**config.mk**
```make
export PLATFORM = sky130hd
export DESIGN_NAME = pt_reg_fifo_flat
export DESIGN_NICKNAME = d
export VERILOG_FILES = /design/src/rtl/pt_fifo_pkg.sv /design/src/rtl/pt_reg_fifo_if.sv /design/src/rtl/pt_fifo_ptr.sv /design/src/rtl/pt_reg_fifo.sv /design/src/flat_wrapper.sv
export SDC_FILE = /design/constraint.sdc
export NUM_CORES = 1
export LEC_CHECK = 0
export ABC_AREA = 1
export ABC_CLOCK_PERIOD_IN_PS = 3490
export CELL_PAD_IN_SITES_DETAIL_PLACEMENT = 0
export CELL_PAD_IN_SITES_GLOBAL_PLACEMENT = 1
export CORE_ASPECT_RATIO = 0.6
export CORE_UTILIZATION = 24
export CTS_CLUSTER_SIZE = 20
export DETAILED_ROUTE_END_ITERATION = 16
export PLACE_DENSITY_LB_ADDON = 0.08
export SYNTH_ARGS = -nofsm -noshare
export SYNTH_HDL_FRONTEND = slang
export SYNTH_SLANG_ARGS = --single-unit
```
**constraint.sdc**
```tcl
create_clock -name clk -period 3.49 [get_ports clk]
set_input_delay 0.698 -clock clk [delete_from_list [all_inputs] [get_ports clk]]
set_output_delay 0.698 -clock clk [all_outputs]
set_load 0.05 [all_outputs]
```
**src/rtl/pt_fifo_pkg.sv**
```systemverilog
// Shared sizing and pointer-wrap helpers for the PtRing queue family.
// Pure functions and types only; no logic state lives here.
package pt_fifo_pkg;

    typedef int unsigned pt_idx_t;

    // Occupancy counter width: must hold values 0..depth inclusive.
    function automatic int pt_cnt_w(input int depth);
        return $clog2(depth + 1);
    endfunction

    function automatic int pt_ptr_w(input int depth);
        return (depth > 1) ? $clog2(depth) : 1;
    endfunction

    // Wrap by explicit compare so non-power-of-2 depths step DEPTH-1 -> 0.
    function automatic pt_idx_t pt_wrap_inc(input pt_idx_t idx, input pt_idx_t depth);
        return (idx == depth - 1) ? pt_idx_t'(0) : idx + 1;
    endfunction

endpackage

```
**src/rtl/pt_reg_fifo_if.sv**
```systemverilog
// Write/read request and status bundle between a PtRing queue and its user.
// master drives requests and write data; slave is the FIFO itself.
interface pt_reg_fifo_if
    import pt_fifo_pkg::*;
#(
    parameter int WIDTH = 8,
    parameter int DEPTH = 4
);
    localparam int CW = pt_cnt_w(DEPTH);

    logic             iWrEn;
    logic [WIDTH-1:0] iWrDat;
    logic             iRdEn;
    logic             oFul;
    logic             oAlmFul;
    logic             oEmpty;
    logic [CW-1:0]    oCnt;
    logic [DEPTH-1:0] oDatVld;
    logic [WIDTH-1:0] oRdDat;
    logic             oOvf;
    logic             oUdf;

    modport master (
        output iWrEn, iWrDat, iRdEn,
        input  oFul, oAlmFul, oEmpty, oCnt, oDatVld, oRdDat, oOvf, oUdf
    );

    modport slave (
        input  iWrEn, iWrDat, iRdEn,
        output oFul, oAlmFul, oEmpty, oCnt, oDatVld, oRdDat, oOvf, oUdf
    );

endinterface

```
**src/rtl/pt_fifo_ptr.sv**
```systemverilog
// Registered wrapping index 0..DEPTH-1, advanced by one on iInc.
// Latency: new value visible the cycle after iInc; no backpressure (caller gates iInc).
module pt_fifo_ptr
    import pt_fifo_pkg::*;
#(
    parameter int DEPTH = 4,
    localparam int PW   = pt_ptr_w(DEPTH)
) (
    input  logic          clk,
    input  logic          rst,
    input  logic          iInc,
    output logic [PW-1:0] oPtr
);

    logic [PW-1:0] ptr_q;
    logic [PW-1:0] ptr_d;

    always_comb begin
        ptr_d = ptr_q;
        if (iInc) begin
            ptr_d = PW'(pt_wrap_inc(pt_idx_t'(ptr_q), pt_idx_t'(DEPTH)));
        end
    end

    always_ff @(posedge clk or posedge rst) begin
        if (rst) begin
            ptr_q <= '0;
        end else begin
            ptr_q <= ptr_d;
        end
    end

    assign oPtr = ptr_q;

endmodule

```
**src/rtl/pt_reg_fifo.sv**
```systemverilog
// First-word-fall-through register FIFO with occupancy, almost-full and per-slot valid mask.
// Latency 1 write->head, no bypass; writes dropped when full, reads dropped when empty (PT_FIFO_ERR_CHK_EN adds sticky oOvf/oUdf).
module pt_reg_fifo
    import pt_fifo_pkg::*;
#(
    parameter int WIDTH     = 8,
    parameter int DEPTH     = 4,
    parameter int AF_MARGIN = 1
) (
    input  logic         clk,
    input  logic         rst,
    pt_reg_fifo_if.slave bus
);

    localparam int CW    = pt_cnt_w(DEPTH);
    localparam int PW    = pt_ptr_w(DEPTH);
    localparam int AF_TH = DEPTH - AF_MARGIN;

    logic [WIDTH-1:0] mem_q [DEPTH];
    logic [CW-1:0]    cnt_q;
    logic [CW-1:0]    cnt_d;
    logic [PW-1:0]    wr_ptr;
    logic [PW-1:0]    rd_ptr;
    logic             full;
    logic             empty;
    logic             wr_acc;
    logic             rd_acc;
    logic [DEPTH-1:0] dat_vld;

    assign full   = (cnt_q == CW'(DEPTH));
    assign empty  = (cnt_q == '0);
    assign wr_acc = bus.iWrEn & ~full;
    assign rd_acc = bus.iRdEn & ~empty;

    pt_fifo_ptr #(.DEPTH(DEPTH)) u_wr_ptr (
        .clk  (clk),
        .rst  (rst),
        .iInc (wr_acc),
        .oPtr (wr_ptr)
    );

    pt_fifo_ptr #(.DEPTH(DEPTH)) u_rd_ptr (
        .clk  (clk),
        .rst  (rst),
        .iInc (rd_acc),
        .oPtr (rd_ptr)
    );

    // Storage is cleared on reset so the head reads as zero until the first write lands.
    always_ff @(posedge clk or posedge rst) begin
        if (rst) begin
            for (int i = 0; i < DEPTH; i++) begin
                mem_q[i] <= '0;
            end
        end else if (wr_acc) begin
            mem_q[wr_ptr] <= bus.iWrDat;
        end
    end

    always_comb begin
        cnt_d = cnt_q;
        unique case ({wr_acc, rd_acc})
            2'b10:   cnt_d = cnt_q + CW'(1);
            2'b01:   cnt_d = cnt_q - CW'(1);
            default: cnt_d = cnt_q;
        endcase
    end

    always_ff @(posedge clk or posedge rst) begin
        if (rst) begin
            cnt_q <= '0;
        end else begin
            cnt_q <= cnt_d;
        end
    end

    always_comb begin
        dat_vld = '0;
        for (int i = 0; i < DEPTH; i++) begin
            dat_vld[i] = (CW'(i) < cnt_q);
        end
    end

    assign bus.oFul    = full;
    assign bus.oEmpty  = empty;
    assign bus.oAlmFul = (cnt_q >= CW'(AF_TH));
    assign bus.oCnt    = cnt_q;
    assign bus.oDatVld = dat_vld;
    assign bus.oRdDat  = mem_q[rd_ptr];

`ifdef PT_FIFO_ERR_CHK_EN
    logic ovf_q;
    logic udf_q;

    // Flags record attempted requests, not accepted ones; they hold until reset.
    always_ff @(posedge clk or posedge rst) begin
        if (rst) begin
            ovf_q <= 1'b0;
            udf_q <= 1'b0;
        end else begin
            if (bus.iWrEn & full) begin
                ovf_q <= 1'b1;
            end
            if (bus.iRdEn & empty) begin
                udf_q <= 1'b1;
            end
        end
    end

    assign bus.oOvf = ovf_q;
    assign bus.oUdf = udf_q;

`ifndef SYNTHESIS
    ovf_a: assert property (@(posedge clk) disable iff (rst) !(bus.iWrEn && full))
        else $error("pt_reg_fifo: write while full, data dropped");
    udf_a: assert property (@(posedge clk) disable iff (rst) !(bus.iRdEn && empty))
        else $error("pt_reg_fifo: read while empty, request dropped");
`endif
`else
    assign bus.oOvf = 1'b0;
    assign bus.oUdf = 1'b0;
`endif

endmodule

```
**src/flat_wrapper.sv**
```systemverilog
// flat-port wrapper written by rule: the top's interface ports become plain ports
module pt_reg_fifo_flat import pt_fifo_pkg::*;
#(
    parameter int WIDTH     = 8,
    parameter int DEPTH     = 4,
    parameter int AF_MARGIN = 1
)
  (clk, rst, bus_iWrEn, bus_iWrDat, bus_iRdEn, bus_oFul, bus_oAlmFul, bus_oEmpty, bus_oCnt, bus_oDatVld, bus_oRdDat, bus_oOvf, bus_oUdf);
  pt_reg_fifo_if #(.WIDTH(WIDTH), .DEPTH(DEPTH)) bus_i ();
  input  logic clk;
  input  logic rst;
  input wire logic [$bits(bus_i.iWrEn)-1:0] bus_iWrEn;
  input wire logic [$bits(bus_i.iWrDat)-1:0] bus_iWrDat;
  input wire logic [$bits(bus_i.iRdEn)-1:0] bus_iRdEn;
  output wire logic [$bits(bus_i.oFul)-1:0] bus_oFul;
  output wire logic [$bits(bus_i.oAlmFul)-1:0] bus_oAlmFul;
  output wire logic [$bits(bus_i.oEmpty)-1:0] bus_oEmpty;
  output wire logic [$bits(bus_i.oCnt)-1:0] bus_oCnt;
  output wire logic [$bits(bus_i.oDatVld)-1:0] bus_oDatVld;
  output wire logic [$bits(bus_i.oRdDat)-1:0] bus_oRdDat;
  output wire logic [$bits(bus_i.oOvf)-1:0] bus_oOvf;
  output wire logic [$bits(bus_i.oUdf)-1:0] bus_oUdf;
  assign bus_i.iWrEn = bus_iWrEn;
  assign bus_i.iWrDat = bus_iWrDat;
  assign bus_i.iRdEn = bus_iRdEn;
  assign bus_oFul = bus_i.oFul;
  assign bus_oAlmFul = bus_i.oAlmFul;
  assign bus_oEmpty = bus_i.oEmpty;
  assign bus_oCnt = bus_i.oCnt;
  assign bus_oDatVld = bus_i.oDatVld;
  assign bus_oRdDat = bus_i.oRdDat;
  assign bus_oOvf = bus_i.oOvf;
  assign bus_oUdf = bus_i.oUdf;
  pt_reg_fifo #(.WIDTH(WIDTH), .DEPTH(DEPTH), .AF_MARGIN(AF_MARGIN)) u_core (.clk(clk), .rst(rst), .bus(bus_i));
endmodule
```
==> summary.txt, run 1 <==
Placement Cell Area: 2527 um^2
antenna violations before repair: 0
CTS tree: done
row count: 26
Resized Gates After CTS: 0
CP Data Arrival Time: 2.28 ns
Final Routed Wirelength: 5311 um
Syn Area/Cell: 8.556 um^2
clock skew: 0.006082 ns
WP data required: 2.79 ns
GP Congestion: 0.7027
warning count from the yosys run: 0
status: complete, no violations
reg2reg start: u_core.bus.oCnt[0]
worst r2r dst: u_core.bus.oCnt[2]
critical path cell sequence: inv_1, o211ai_1, nand2_1, clkdlybuf4s50_1
worst setup margin: 0.5121 ns
H-tree levels: 2
num ports: 32
insertion delay to the later sink of the worst-skew pair: 0.28 ns
Final Hold Slack: 0.4951 ns
sequential cell area fraction in the yosys report: 45.09%
R2R cell count: 10
first-pass GRT wire length: 8976 um
area delta synth->final: 23.99%
Relative slew margins: 54.93%
Tot Pwr: 3.054 mW
RSZ-0062 raised after global routing: false
GRT overflow: 0
DRT Pass-1 Iters: 4
cell count after synthesis: 253
Final min period: 2.978 ns
P per Cell Area: 1138 nW/um^2
Worst Hold Launch: u_core.mem_q[0]
DIE WIDTH: 124.6 um
Largest stage delay, worst path: 0.80 ns
Max Root-Sink Buffers: 2
measured slew at the worst slew-check pin: 0.6752 ns
Pleak: 1.288 nW
max-slew violation count: 0
synth top area cells: dfrtp_1 45%, nand2_1 12%, o21ai_0 6.9%
Initial Util: 25.11%
Hold Path Depth: 2
vias in the first global route: 1608
post-route cell area: 2684 um^2
area leader, netlist: dfrtp_1
Worst Setup Path Type: reg -> out
nets@finish: 303
Worst path slowest cell: clkdlybuf4s50_1
postcts setup bufs: 0
area share of the largest cell type after synthesis: 45.09%
setup violators final: 0
commonest non-fill, non-tap cell in the layout: nand2_1
crit end category: output port
total core area: 8621 um^2
Vias: 1648
die height: 75.56 um
antenna viol nets, final: 0
share of cells above drive strength 1: 13.12%
Total GRT Usage: 12.70%
commonest cells after routing, fill and taps aside: 72 x nand2_1, 39 x dfrtp_1, 36 x inv_1, 30 x o21ai_0, 29 x clkdlybuf4s50_1
Port Buffers: 29
Max IR drop VDD: 0.4238 mV
vias per cell: 4.183
Worst Hold Path EP: u_core.mem_q[0]
total clock sinks: 39
r2r setup slk: 1.26 ns
Hold/Removal Path Class: reg -> reg
Max-cap violations: 0
Cell Count, Final, Fillers Out: 394
Worst-path clk slew: 0.06 ns
Final TNS setup: 0 ns
average routed wire per standard cell: 13.48 um
Final period util: 85.33%
DP Cell Count: 386
Worst Setup Start Kind: flop
Die ar.: 9415 um^2
Final Core Density: 31.13%
# DRC: 0
flop and latch count out of synthesis: 39
Post-Syn Area: 2165 um^2
largest net degree at the start of global routing: 40
Max Fclk: 335.8 MHz
unique cell type count in the Yosys netlist: 24
antenna cells: 0
initial drt markers: 98
CTS Buf Count: 5
Hold-fix buffers, CTS: 0
root buf cell: clkbuf_16
CP max FO: 16
Setup WS pre-CTS: 0.7845 ns
DPL Wire Length: 3471 um
Fin. Hold Viols: 0
how the worst max path moves through the flow:
stage | startpoint | to | slack (ns) | cells after the start
final | u_core.u_rd_ptr.oPtr[1] | bus_oRdDat[0] | 0.51 | 4
after global routing | u_core.u_rd_ptr.oPtr[1] | bus_oRdDat[3] | 0.33 | 4
after CTS | u_core.u_rd_ptr.oPtr[1] | bus_oRdDat[0] | 0.47 | 4
after detailed placement | u_core.u_rd_ptr.oPtr[1] | bus_oRdDat[0] | 0.78 | 4
after global placement | u_core.u_rd_ptr.oPtr[1] | bus_oRdDat[0] | 0.79 | 4
after floorplan | u_core.bus.oCnt[0] | bus_oAlmFul | 0.79 | 2
logic make-up (layout without fill, tap and decap cells):
family	count (synthesis)	after routing	share of synthesized area, %
adder cells (fa/ha/maj)	10	10	5.780
buffers and inverters	47	75	10.23
XOR/XNOR	2	2	0.8094
other	1	2	0.1732
AO/OA/AOI/OAI	64	64	18.79
flip-flops	39	39	45.09
AND/OR/NAND/NOR	90	90	19.13
sequential cells by signal, indices dropped and copies added (netlist names):
register / count
u_core.mem_q: 32
u_core.bus.oCnt: 3
u_core.u_rd_ptr.oPtr: 2
u_core.u_wr_ptr.oPtr: 2
report_power, final:
part           switching, mW  internal, mW  total [mW]
combinational           1.21         0.581        1.79
clock                  0.183         0.305       0.488
sequential             0.110         0.668       0.778
total                   1.50          1.55        3.05
layout make-up:
cell class	instances	area, um^2
multi-input cells	168	970.9
fillers	918	5937
clock buffers	8	156.4
repair buffers	31	305.3
well taps	112	140.1
inverters	36	135.1
flip-flops and latches	39	975.9
critical path, delay by kind of cell (launching register included):
family                 cells  cell delay (ns)
DFF                        1             0.39
AOI/OAI and AO/OA          1             0.19
and+or+nand+nor            1             0.11
buffers and inverters      2             1.30
metal layers:
| layer | wire length (um) | vias to the layer above | global-route usage [%] |
|---|---|---|---|
| met1 | 3045 | 766 | 19.31 |
| met3 | 213 | 2 | 3.371 |
| met4 | 18 | 0 | 3.213 |
| met5 | 0 | - | 0 |
| met2 | 2034 | 22 | 17.43 |
| li1 | - | 858 | - |
synth_stat cells, drive strengths merged:
cell     n
or2      1
clkbuf   1
xnor2    2
dfrtp   39
buf     10
nor2     9
nand2   78
nand3    2
ha      10
o21ai   46
inv     36
a22oi    1
o211ai   8
a21oi    9
conb     1
Power figures use the tool's default switching activity.
==> inputs of run 2 (changes only) <==
- CTS_BUF_LIST: unset -> sky130_fd_sc_hd__clkbuf_16
==> run 2 against run 1 <==
Worst setup slack got worse by 0.0057 ns. Critical endpoint unchanged. Largest power group unchanged. Global-route usage about the same. Clock power fell by 9.8%. Critical path type unchanged. Critical path depth unchanged. Sequential share of layout area rose by 0.27 points. Largest cell class unchanged. Maximum frequency is 0.19% lower.
==> summary.txt, run 2 (same netlist as run 1, synthesis figures left out) <==
status: complete, no violations
Max Fclk: 335.2 MHz (-0.19%)
vias in the first global route: 1611 (+0.19%)
max-slew violation count: 0 (unchanged)
Cell Count, Final, Fillers Out: 394 (unchanged)
Final min period: 2.984 ns (+0.005730 ns)
row count: 26 (unchanged)
antenna cells: 0 (unchanged)
root buf cell: clkbuf_16
CTS tree: done
Worst-path clk slew: 0.06 ns (about the same)
DIE WIDTH: 124.6 um (unchanged)
Largest stage delay, worst path: 0.80 ns (about the same)
num ports: 32 (unchanged)
insertion delay to the later sink of the worst-skew pair: 0.28 ns (about the same)
commonest cells after routing, fill and taps aside: 72 x nand2_1, 39 x dfrtp_1, 37 x inv_1, 30 x o21ai_0, 29 x clkdlybuf4s50_1
antenna violations before repair: 0 (unchanged)
nets@finish: 303 (unchanged)
WP data required: 2.79 ns (about the same)
post-route cell area: 2664 um^2 (-0.75%)
Crit path max-delay family: buffers and inverters
max FFs per register: 32 (unchanged)
Hold Path Depth: 2 (unchanged)
H-tree levels: 2 (unchanged)
GRT overflow: 0 (unchanged)
share of cells above drive strength 1: 12.41% (-0.71 points)
area delta synth->final: 23.06%
CP max FO: 16 (unchanged)
R2R cell count: 10 (unchanged)
Initial Util: 25.11% (unchanged)
Relative slew margins: 54.52% (-0.41 points)
DRT Pass-1 Iters: 4 (unchanged)
Max Root-Sink Buffers: 2 (unchanged)
WP buf/inv: 2 (unchanged)
Placement Cell Area: 2527 um^2 (unchanged)
Pleak: 1.281 nW (-0.55%)
CP Data Arrival Time: 2.29 ns (about the same)
Fin. Hold Viols: 0 (unchanged)
Resized Gates After CTS: 0 (unchanged)
Max IR drop VDD: 0.4241 mV (about the same)
antenna viol nets, final: 0 (unchanged)
Worst path depth: 4 (unchanged)
# DRC: 0 (unchanged)
DP Cell Count: 386 (unchanged)
P per Cell Area: 1129 nW/um^2 (-0.81%)
first-pass GRT wire length: 8990 um (+0.16%)
DPL Wire Length: 3471 um (unchanged)
measured slew at the worst slew-check pin: 0.6814 ns (+0.006177 ns)
Worst path slowest cell: clkdlybuf4s50_1
Worst Setup Path Type: reg -> out
postcts setup bufs: 0 (unchanged)
crit end category: output port
Final period util: 85.49% (+0.16 points)
GP Congestion: 0.7027 (unchanged)
largest net degree at the start of global routing: 40 (unchanged)
total clock sinks: 39 (unchanged)
critical path cell sequence: inv_1, o211ai_1, nand2_1, clkdlybuf4s50_1
CTS Buf Count: 5 (unchanged)
Worst Setup Start Kind: flop
commonest non-fill, non-tap cell in the layout: nand2_1
vias per cell: 4.206 (+0.55%)
Port Buffers: 29 (unchanged)
Final Routed Wirelength: 5329 um (+0.34%)
initial drt markers: 98 (unchanged)
die height: 75.56 um (unchanged)
Total GRT Usage: 12.72% (+0.016 points)
Hold-fix buffers, CTS: 0 (unchanged)
setup violators final: 0 (unchanged)
Max-cap violations: 0 (unchanged)
Hold/Removal Path Class: reg -> reg
Reg with most FFs: u_core.mem_q
total core area: 8621 um^2 (unchanged)
Die ar.: 9415 um^2 (unchanged)
Vias: 1657 (+0.55%)
clock skew: 0.007069 ns (+0.0009864 ns)
RSZ-0062 raised after global routing: false
average routed wire per standard cell: 13.53 um (+0.34%)
Final TNS setup: 0 ns (unchanged)
-- run 2: cell types whose count changed in the layout (fill, tap and decap cells not counted) --
cell / previous run / this run
clkinv_1: 0 / 2
inv_1: 36 / 37
clkbuf_8: 2 / 0
clkbuf_1: 1 / 0
-- run 2: metal layers --
metal  track usage [%]  wire length, um
met4             3.213               18
met2             17.43             2040
met3             3.371              213
met1             19.35             3057
met5                 0                0
-- run 2: report_power, final --
| part | total (mW) | switching [mW] | internal [mW] |
|---|---|---|---|
| logic | 1.79 | 1.21 | 0.581 |
| registers | 0.778 | 0.110 | 0.668 |
| clock network | 0.440 | 0.182 | 0.258 |
| total | 3.01 | 1.50 | 1.51 |
-- run 2: final cells by class --
class | count | area (um^2)
timing repair buffer | 31 | 305.3
fill | 920 | 5957
tap | 112 | 140.1
sequential | 39 | 975.9
inverter | 36 | 135.1
multi-input combinational | 168 | 970.9
clock buffer | 5 | 125.1
clock inverter | 3 | 11.26
-- run 2: tightest hold or removal path, cell delays in order (launching register included) --
cell and delay (ns):
dfrtp_1 0.33, o21ai_0 0.08, nand2_1 0.06
-- run 2: worst paths after layout --
kind                                               from                 end  slack (ns)
worst max-delay path            u_core.u_rd_ptr.oPtr[1]       bus_oRdDat[0]        0.51
worst min-delay path                    u_core.mem_q[2]     u_core.mem_q[2]        0.50
worst max register to register       u_core.bus.oCnt[0]  u_core.bus.oCnt[2]        1.26
worst min register to register          u_core.mem_q[2]     u_core.mem_q[2]        0.50
max in group asynchronous                           rst     u_core.mem_q[1]        2.25
min in group asynchronous                           rst    u_core.mem_q[31]        0.85
-- run 2: per-stage QoR --
step / hold slack (ns) / setup WS, ns / total power, mW / util [%]
6_report: 0.4962 / 0.5064 / 3.007 / 30.90
5_1_grt: 0.5314 / 0.3312 / 3.261 / 30.90
4_1_cts: 0.4981 / 0.4667 / 3.050 / 30.90
3_5_place_dp: 0.4845 / 0.7845 / 2.598 / 29.32
3_3_place_gp: 0.4774 / 0.7904 / 2.606 / 29.32
2_1_floorplan: 0.4570 / 0.7913 / 2.111 / -
==> inputs of run 3 (changes only) <==
- CORE_ASPECT_RATIO: 0.6 -> unset
==> run 3 against run 2 <==
Cell area decreased by 0.28%. Routed wire length fell by 3.3%. Count of clock-buffer cells in the layout did not move. Maximum frequency down 0.85%. Critical endpoint is now bus_oRdDat[3].
==> summary.txt, run 3 (same netlist as run 1, synthesis figures left out) <==
status: complete, no violations
max-slew violation count: 0 (unchanged)
CP Data Arrival Time: 2.31 ns (+0.02 ns)
antenna violations before repair: 0 (unchanged)
WP data required: 2.79 ns (about the same)
Max-cap violations: 0 (unchanged)
Total GRT Usage: 11.95% (-0.77 points)
nets@finish: 303 (unchanged)
Final min period: 3.009 ns (+0.02550 ns)
GP Congestion: 0.6696 (-4.7%)
crit end category: output port
initial drt markers: 63 (-36%)
Internal Power: 1.505 mW (about the same)
total core area: 8721 um^2 (+1.2%)
die height: 96.97 um (+28%)
Largest stage delay, worst path: 0.79 ns (about the same)
P_sw: 1.478 mW (-1.5%)
Worst Setup Start Kind: flop
Worst Setup Path Type: reg -> out
row count: 34 (+31%)
clock power share: 14.5% (about the same)
DPL Wire Length: 3411 um (-1.7%)
Die ar.: 9403 um^2 (-0.13%)
CP max FO: 18 (+2)
Hold/Removal Path Class: reg -> reg
Worst path slowest cell: clkdlybuf4s50_1
vias in the first global route: 1642 (+1.9%)
setup violators final: 0 (unchanged)
Final TNS setup: 0 ns (unchanged)
# DRC: 0 (unchanged)
Hold-fix buffers, CTS: 0 (unchanged)
RSZ-0062 raised after global routing: false
Final Core Density: 30.46% (-0.44 points)
first-pass GRT wire length: 8832 um (-1.8%)
DRT Pass-1 Iters: 4 (unchanged)
Vias: 1642 (-0.91%)
clock skew: 0.007749 ns (+0.0006802 ns)
insertion delay to the later sink of the worst-skew pair: 0.28 ns (about the same)
root buf cell: clkbuf_16
WP buf/inv: 3 (+1)
GRT overflow: 0 (unchanged)
Reg with most FFs: u_core.mem_q
Max Fclk: 332.3 MHz (-0.85%)
Port Buffers: 29 (unchanged)
total clock sinks: 39 (unchanged)
Worst-path clk slew: 0.06 ns (about the same)
Pleak: 1.278 nW (-0.23%)
DIE WIDTH: 96.97 um (-22%)
critical path cell sequence: inv_1, buf_4, o211ai_1, nand2_1, clkdlybuf4s50_1
Max Root-Sink Buffers: 2 (unchanged)
Relative slew margins: 61.29% (+6.8 points)
largest net degree at the start of global routing: 40 (unchanged)
H-tree levels: 2 (unchanged)
switching fraction of total power: 49.55% (-0.37 points)
Initial Util: 24.82% (-0.29 points)
CTS Buf Count: 5 (unchanged)
Hold Path Depth: 2 (unchanged)
P per Cell Area: 1123 nW/um^2 (-0.52%)
postcts setup bufs: 0 (unchanged)
area delta synth->final: 22.72%
Final Routed Wirelength: 5154 um (-3.3%)
max FFs per register: 32 (unchanged)
Seq pwr share: 26.2% (+0.3 points)
Max IR drop VDD: 0.4362 mV (+2.8%)
measured slew at the worst slew-check pin: 0.5800 ns (-0.1014 ns)
CTS tree: done
Resized Gates After CTS: 0 (unchanged)
average routed wire per standard cell: 13.25 um (-2.0%)
num ports: 32 (unchanged)
commonest cells after routing, fill and taps aside: 72 x nand2_1, 39 x dfrtp_1, 36 x inv_1, 30 x o21ai_0, 29 x clkdlybuf4s50_1
Fin. Hold Viols: 0 (unchanged)
Crit path max-delay family: buffers and inverters
R2R cell count: 10 (unchanged)
Worst path depth: 5 (+1)
antenna viol nets, final: 0 (unchanged)
commonest non-fill, non-tap cell in the layout: nand2_1
antenna cells: 0 (unchanged)
Combinational Power Share: 59.3% (-0.2 points)
share of cells above drive strength 1: 12.81% (+0.40 points)
vias per cell: 4.221 (+0.37%)
Final period util: 86.22% (+0.73 points)
==> run 3: changes by cell type in the layout (fill, tap and decap cells not counted), sizes merged <==
cell and delta:
inv -1
==> run 3: final cells by class <==
cell class / instances / area (um^2)
fill: 918 / 6065
sequential: 39 / 975.9
timing repair buffer: 31 / 305.3
multi-input combinational: 168 / 970.9
clock buffer: 5 / 125.1
clock inverter: 2 / 8.758
inverter: 36 / 135.1
tap: 108 / 135.1
==> run 3: worst register-to-register path: cells and delay by family (launching register included) <==
| family | cells | cell delay (ns) |
|---|---|---|
| buf+inv | 4 | 0.40 |
| compound gates | 1 | 0.36 |
| flops | 1 | 0.44 |
| simple gates | 3 | 0.27 |
| fa+ha+maj | 2 | 0.57 |
==> run 3: path summary, 6_finish.rpt <==
| path | from | to | slack (ns) |
|---|---|---|---|
| max | u_core.u_rd_ptr.oPtr[0] | bus_oRdDat[3] | 0.48 |
| max in group asynchronous | rst | u_core.bus.oCnt[1] | 2.26 |
| max reg2reg | u_core.bus.oCnt[0] | u_core.bus.oCnt[2] | 1.35 |
| min in group asynchronous | rst | u_core.mem_q[31] | 0.86 |
| min | u_core.mem_q[6] | u_core.mem_q[6] | 0.50 |
| min reg2reg | u_core.mem_q[6] | u_core.mem_q[6] | 0.50 |
==> run 3: stage by stage <==
step	std cells	area, um^2	hold slack [ns]	total power, mW	setup slack, ns
2_1_floorplan	254	2168	0.4570	2.111	0.7913
3_3_place_gp	382	2522	0.4808	2.592	0.7893
3_5_place_dp	382	2522	0.4805	2.591	0.7762
4_1_cts	389	2656	0.4947	3.038	0.4602
5_1_grt	389	2656	0.5214	3.232	0.2825
6_report	389	2656	0.4950	2.983	0.4809
==> run 3: power by group through the flow <==
stage / combinational, mW / sequential (mW) / clock [mW]
after global placement: 1.80 / 0.793 / 0
after detailed placement: 1.80 / 0.790 / 0
after CTS: 1.80 / 0.787 / 0.448
after global routing: 1.95 / 0.812 / 0.467
after floorplan: 1.29 / 0.818 / 0
final: 1.77 / 0.782 / 0.432
==> run 3: metal layers <==
layer | GRT usage [%] | wire length [um]
met3 | 2.601 | 188
met1 | 17.01 | 2628
met5 | 0 | 0
met4 | 2.755 | 39
met2 | 18.42 | 2298
